===== config.mk =====
export PLATFORM = sky130hd
export DESIGN_NAME = pipelined_subtractor
export DESIGN_NICKNAME = d
export VERILOG_FILES = /design/src/rtl/pipelined_subtractor.sv
export SDC_FILE = /design/constraint.sdc
export NUM_CORES = 2
export LEC_CHECK = 0
export CELL_PAD_IN_SITES_DETAIL_PLACEMENT = 0
export CELL_PAD_IN_SITES_GLOBAL_PLACEMENT = 1
export CORE_UTILIZATION = 50
export DETAILED_ROUTE_END_ITERATION = 8
export HOLD_SLACK_MARGIN = 0.06
export PLACE_DENSITY_LB_ADDON = 0.1
export SLEW_MARGIN = 20
export SYNTH_ARGS = -nofsm -noshare
export SYNTH_HDL_FRONTEND = slang
export SYNTH_SLANG_ARGS = --single-unit
export TNS_END_PERCENT = 30

===== constraint.sdc =====
create_clock -name clk -period 8.5 [get_ports clk]
set_input_delay 1.7 -clock clk [delete_from_list [all_inputs] [get_ports clk]]
set_output_delay 1.7 -clock clk [all_outputs]
set_load 0.005 [all_outputs]

===== src/rtl/pipelined_subtractor.sv =====
// Segmented, fully pipelined unsigned subtractor: d = (a - b - bin) mod 2^WIDTH.
// The borrow ripples one SEG_W-bit segment per clock. Operand segments are skewed
// to meet their own operation's borrow, and result segments are deskewed so the
// whole difference, borrow-out and zero flag emerge aligned N_SEG cycles later.
module pipelined_subtractor #(
    parameter int WIDTH = 128,
    parameter int SEG_W = 16
) (
    input  logic             clk,
    input  logic             rst_n,
    input  logic             in_valid,
    input  logic [WIDTH-1:0] a,
    input  logic [WIDTH-1:0] b,
    input  logic             bin,
    output logic             out_valid,
    output logic [WIDTH-1:0] d,
    output logic             bout,
    output logic             zero
);
    // Guarded so a bad SEG_W reaches the elaboration error instead of a divide by zero.
    localparam int N_SEG = (SEG_W < 1) ? 1 : WIDTH / SEG_W;

    if (SEG_W < 1) begin : g_bad_seg_w
        $error("pipelined_subtractor: SEG_W must be at least 1");
    end else if (WIDTH % SEG_W != 0) begin : g_bad_width
        $error("pipelined_subtractor: WIDTH must be a multiple of SEG_W");
    end

    // One segment subtract; MSB of the result is the borrow out of the segment.
    function automatic logic [SEG_W:0] seg_sub(
        input logic [SEG_W-1:0] x,
        input logic [SEG_W-1:0] y,
        input logic             bi
    );
        seg_sub = {1'b0, x} - {1'b0, y} - {{SEG_W{1'b0}}, bi};
    endfunction

    // Deskewed stage results, one slice per segment, all belonging to one operation.
    logic [WIDTH-1:0] seg_aligned;

    for (genvar k = 0; k < N_SEG; k++) begin : g_seg
        logic [SEG_W-1:0] a_in;
        logic [SEG_W-1:0] b_in;
        logic             brw_in;
        logic             zf_in;
        logic             vld_in;
        logic [SEG_W-1:0] diff_d, diff_q;
        logic             brw_d, brw_q;
        logic             zf_d, zf_q;
        logic             vld_d, vld_q;

        if (k == 0) begin : g_head
            // Stage 0 takes its operand slice, bin and in_valid straight from the ports.
            always_comb begin
                a_in   = a[SEG_W-1:0];
                b_in   = b[SEG_W-1:0];
                brw_in = bin;
                zf_in  = 1'b1;
                vld_in = in_valid;
            end
        end else begin : g_body
            logic [SEG_W-1:0] a_sk_d [0:k-1];
            logic [SEG_W-1:0] a_sk_q [0:k-1];
            logic [SEG_W-1:0] b_sk_d [0:k-1];
            logic [SEG_W-1:0] b_sk_q [0:k-1];

            // Skew shift: segment k of the operands waits k cycles for its borrow.
            always_comb begin
                a_sk_d[0] = a[k*SEG_W +: SEG_W];
                b_sk_d[0] = b[k*SEG_W +: SEG_W];
                for (int j = 1; j < k; j++) begin
                    a_sk_d[j] = a_sk_q[j-1];
                    b_sk_d[j] = b_sk_q[j-1];
                end
            end

            // Skew registers.
            always_ff @(posedge clk) begin
                if (!rst_n) begin
                    a_sk_q <= '{default: '0};
                    b_sk_q <= '{default: '0};
                end else begin
                    a_sk_q <= a_sk_d;
                    b_sk_q <= b_sk_d;
                end
            end

            // Later stages chain borrow, zero flag and valid from the previous stage.
            always_comb begin
                a_in   = a_sk_q[k-1];
                b_in   = b_sk_q[k-1];
                brw_in = g_seg[k-1].brw_q;
                zf_in  = g_seg[k-1].zf_q;
                vld_in = g_seg[k-1].vld_q;
            end
        end

        // Stage k: subtract this segment and fold its zero test into the running flag.
        always_comb begin
            {brw_d, diff_d} = seg_sub(a_in, b_in, brw_in);
            zf_d            = zf_in & (diff_d == '0);
            vld_d           = vld_in;
        end

        // ---- stage k boundary ----
        always_ff @(posedge clk) begin
            if (!rst_n) begin
                diff_q <= '0;
                brw_q  <= 1'b0;
                zf_q   <= 1'b0;
                vld_q  <= 1'b0;
            end else begin
                diff_q <= diff_d;
                brw_q  <= brw_d;
                zf_q   <= zf_d;
                vld_q  <= vld_d;
            end
        end

        if (k < N_SEG - 1) begin : g_dsk
            localparam int DEPTH = N_SEG - 1 - k;
            logic [SEG_W-1:0] dsk_d [0:DEPTH-1];
            logic [SEG_W-1:0] dsk_q [0:DEPTH-1];

            // Deskew shift: early segments wait for the last segment to resolve.
            always_comb begin
                dsk_d[0] = diff_q;
                for (int j = 1; j < DEPTH; j++) begin
                    dsk_d[j] = dsk_q[j-1];
                end
            end

            // Deskew registers.
            always_ff @(posedge clk) begin
                if (!rst_n) begin
                    dsk_q <= '{default: '0};
                end else begin
                    dsk_q <= dsk_d;
                end
            end

            assign seg_aligned[k*SEG_W +: SEG_W] = dsk_q[DEPTH-1];
        end else begin : g_last
            assign seg_aligned[k*SEG_W +: SEG_W] = diff_q;
        end
    end

    logic [WIDTH-1:0] d_d, d_q;
    logic             bout_d, bout_q;
    logic             zero_d, zero_q;
    logic             out_valid_d, out_valid_q;

    // Output stage gathers the aligned result; keeps ports fully registered.
    always_comb begin
        d_d         = seg_aligned;
        bout_d      = g_seg[N_SEG-1].brw_q;
        zero_d      = g_seg[N_SEG-1].zf_q;
        out_valid_d = g_seg[N_SEG-1].vld_q;
    end

    // ---- output boundary ----
    always_ff @(posedge clk) begin
        if (!rst_n) begin
            d_q         <= '0;
            bout_q      <= 1'b0;
            zero_q      <= 1'b0;
            out_valid_q <= 1'b0;
        end else begin
            d_q         <= d_d;
            bout_q      <= bout_d;
            zero_q      <= zero_d;
            out_valid_q <= out_valid_d;
        end
    end

    assign d         = d_q;
    assign bout      = bout_q;
    assign zero      = zero_q;
    assign out_valid = out_valid_q;

endmodule


==> impl_metrics.ini <==
[floorplan]
dieArea_sq_um = 105000
fp.dieH_um = 324
core-area_sq_um = 102000
ios = 391
die_x_um = 324
rows = 117
start_util_pct = 50.7

[grt]
grt.total_usage_pct = 16.4
grt_pass1_wl_um = 141000
grt_pass1_vias = 27400
grt_max_degree = 318
overflow = 0
antenna_found_initial = 3

[sta]
hold_viol = 0
fin_worst_skew_ns = 0.0166
finalCritPeriodShare_pct = 50.2
rsz0062_at_grt = no
max_clock_freq_ghz = 0.234
relSlewSlack_pct = 30.8
worst_pin_slew_ns = 1.04
fin_ws_ns = 4.23
period_minus_slack_ns = 4.27
setup_tns_ns = 0
slew_viol_final = 0
setup_viol_count_final = 0

[logic_synthesis]
synthMuxAreaShare_pct = 0.0385
yosys-top-cells-area = dfxtp_1 (63%), and2_1 (19%), ha_1 (5.8%)
async_reset_ff_share_pct = 0
yosysTopAreaCell = dfxtp_1
synthAdderAreaFrac_pct = 6.39
yosysTopAreaCellShare_pct = 62.7
synth_ff_type = dfxtp_1
synth_xor_area_share_pct = 1.94
synth_compound_area_share_pct = 3.14
synth_edf_count = 0
syn_nets = 5183
ys_seq_area_share_pct = 62.7
synth-simple-area-share_pct = 21.7
synth_warnings = 0
ys_seq_elements = 1627
netlist_instances = 4667
syn_avg_cell_area_sq_um = 11.1
synth.distinct_cells = 67
synth_top_family_by_area = simple AND/OR/NAND/NOR gates
netlist_area_sq_um = 52000

[setup_path]
cpMaxStageDelayCell = o41ai_1
r2r_slack_ns = 4.80
cp-end-kind = flip-flop
crit_family = compound AO/OA/AOI/OAI gates
crit_path_frequent_cell = inv_1
worstPathRequired_ns = 9.10
cp-start-kind = input port
crit_chain = clkdlybuf4s50_1 > inv_1 > fa_1 > inv_1 > ha_1 > o211ai_1 > o2111a_1 > o31ai_1 > o41ai_1 > o21ai_0 > a21oi_1 > xnor2_1 > nor2_1 > and3_1
cp_max_fo = 3
crit_buf_inv = 3
path_class = input port to flip-flop
critPathMaxStageDelay_ns = 0.60
worst-endpoint-arrival_ns = 4.87

[cells_and_area]
syn2layout_area_growth_pct = 20.0
drive_above_1_share_pct = 5.38
stdcell_count = 6540
fin_nets = 5560
n_fill_cell = 8635

[placed_design]
dp_hpwl_um = 57200
dp_slack_ns = 3.56
place.gp.congestion = 0.809
placed_cells = 6251
port-buffer-count = 390

[clocking]
clk_pin_slew_ns = 0.06
cts_tree = built
htreeDepth = 4
cts-root-buf = clkbuf_16
numCtsBuffers = 159
clock_sink_count = 1627
ctsResizeCount = 0
clock_path_buffers = 3
clk_latency_ns = 0.72
cts_setup_buffers = 0
ctsHoldBuffers = 0

[power_and_ir_drop]
powerDensity_nw_per_um2 = 260
p_leak_uw = 0.0269
power_uw = 16200
max-vdd-ir-drop_v = 0.000183

[drt]
routed_wl_um = 85700
vias = 28200
dr.pass1.iters = 5
drcViolationCount = 0
wire_per_inst_um = 13.1
drt_iter0_markers = 1155
ant_nets = 0
via_per_inst = 4.32

[outcome]
status = complete, no violations

[min_path]
hold_class = flip-flop to flip-flop

[run]
drv_cap = 0
## logic make-up after synthesis
logic type,after synthesis
buffers and inverters,574
muxes,2
AOI/OAI and AO/OA,255
xor gates and xnor gates,115
and+or+nand+nor,1838
DFF,1627
adders and majority gates,256
## stage by stage
step,cell area [sq um],hold WS (ns),utilization (%)
after detailed placement,57000,0.417,55.6
after global routing,62400,0.427,60.9
after floorplan,52000,0.406,-
after global placement,57000,0.413,55.6
after CTS,62400,0.415,60.9
final,62400,0.413,60.9
## path summary, 6_finish.rpt
kind | from | endpoint | depth (start not counted)
worst max-delay path | b[0] | g_seg[0].zf_q | 14
worst min-delay path | g_seg[6].g_body.b_sk_d[28] | g_seg[6].g_body.b_sk_d[12] | 1
worst min register to register | g_seg[6].g_body.b_sk_d[28] | g_seg[6].g_body.b_sk_d[12] | 1
worst max register to register | g_seg[6].brw_q | g_seg[7].zf_q | 10
## power by group
group / total, uW / internal [uW] / switching, uW
Clock: 7000 / 4220 / 2770
Sequential: 8060 / 7980 / 81.0
Combinational: 1170 / 583 / 588
Total: 16200 / 12800 / 3440
## final cells by class
type,instances,area [sq um],share of cell area [%]
flip-flops and latches,1627,32600,52.2
multi-input cells,2466,17300,27.7
clock buffers,239,4790,7.67
repair buffers,400,4020,6.45
well taps,1368,1710,2.74
inverters,390,1460,2.35
clock inverters,48,579,0.928
diodes,2,5.00,0.00802
## cells in the mapped netlist, types with 3 or more instances
cell and count:
a21o_1 35, clkbuf_1 183, nor3_1 19, xor2_1 47
xnor2_1 68, or4_1 16, nand3_1 17, a211oi_1 6
inv_1 389, nor2_1 75, o31ai_1 6, nand4_1 5
nand2b_1 15, o21bai_1 13, fa_1 16, a31oi_1 9
o41ai_1 3, and2_1 1594, nor4b_1 6, nand3b_1 7
dfxtp_1 1627, o211ai_1 5, or3_1 9, a2111oi_0 3
nand4b_1 3, nand2_1 36, ha_1 240, or2_2 3
o21a_1 13, nor2b_1 5, a21oi_1 84, nor4_1 7
and3_1 10, o21ai_0 37, o21ai_1 12
## metal layers
| metal | track usage [%] | up-vias | wire length (um) |
|---|---|---|---|
| li1 | - | 15100 | - |
| met1 | 22.9 | 12500 | 43400 |
| met2 | 25.2 | 455 | 36500 |
| met3 | 3.45 | 159 | 3570 |
| met4 | 5.71 | 0 | 2190 |
| met5 | 0 | - | 0 |
## cells in the final DEF (no fill, tap or decap), types with 5 or more instances in the layout
| cell | n |
|---|---|
| a21oi_1 | 84 |
| o211ai_1 | 5 |
| bufinv_16 | 11 |
| ha_1 | 240 |
| inv_1 | 389 |
| o21bai_1 | 13 |
| clkbuf_8 | 40 |
| nand3b_1 | 7 |
| clkinv_2 | 25 |
| nand3_1 | 17 |
| dfxtp_1 | 1627 |
| nand2b_1 | 15 |
| and2_1 | 1594 |
| xnor2_1 | 68 |
| o21a_1 | 13 |
| clkbuf_1 | 35 |
| o21ai_0 | 37 |
| clkdlybuf4s50_1 | 389 |
| inv_6 | 5 |
| fa_1 | 16 |
| a211oi_1 | 6 |
| nor4_1 | 7 |
| nor2_1 | 75 |
| xor2_1 | 47 |
| nor2b_1 | 5 |
| nand4_1 | 5 |
| nor3_1 | 19 |
| or4_1 | 16 |
| nand2_1 | 36 |
| nor4b_1 | 6 |
| and3_1 | 10 |
| a21o_1 | 35 |
| o21ai_1 | 12 |
| clkbuf_16 | 164 |
| o31ai_1 | 6 |
| or3_1 | 9 |
| a31oi_1 | 9 |
| buf_4 | 7 |
## worst register-to-register path, cell delays in order (launching register included)
cell     delay (ns)
dfxtp_1        0.31
inv_1          0.08
fa_1           0.48
fa_1           0.41
xor2_1         0.18
or4_1          0.52
or3_1          0.33
or4_1          0.38
or4_1          0.41
or4_1          0.42
nor3_2         0.10
## sequential cells by signal, indices dropped and copies added, names as in the netlist
register / count
g_seg.g_dsk.dsk_q: 16
bout_d: 1
bout: 1
d: 128
g_seg.g_body.b_sk_d: 336
g_seg.g_body.a_sk_d: 336
g_seg.a_in: 112
out_valid: 1
g_seg.diff_q: 128
d_d: 96
g_seg.vld_q: 8
g_seg.g_dsk.dsk_d: 336
g_seg.brw_q: 7
g_seg.zf_q: 8
zero: 1
g_seg.b_in: 112
(Power assumes the default switching activity.)
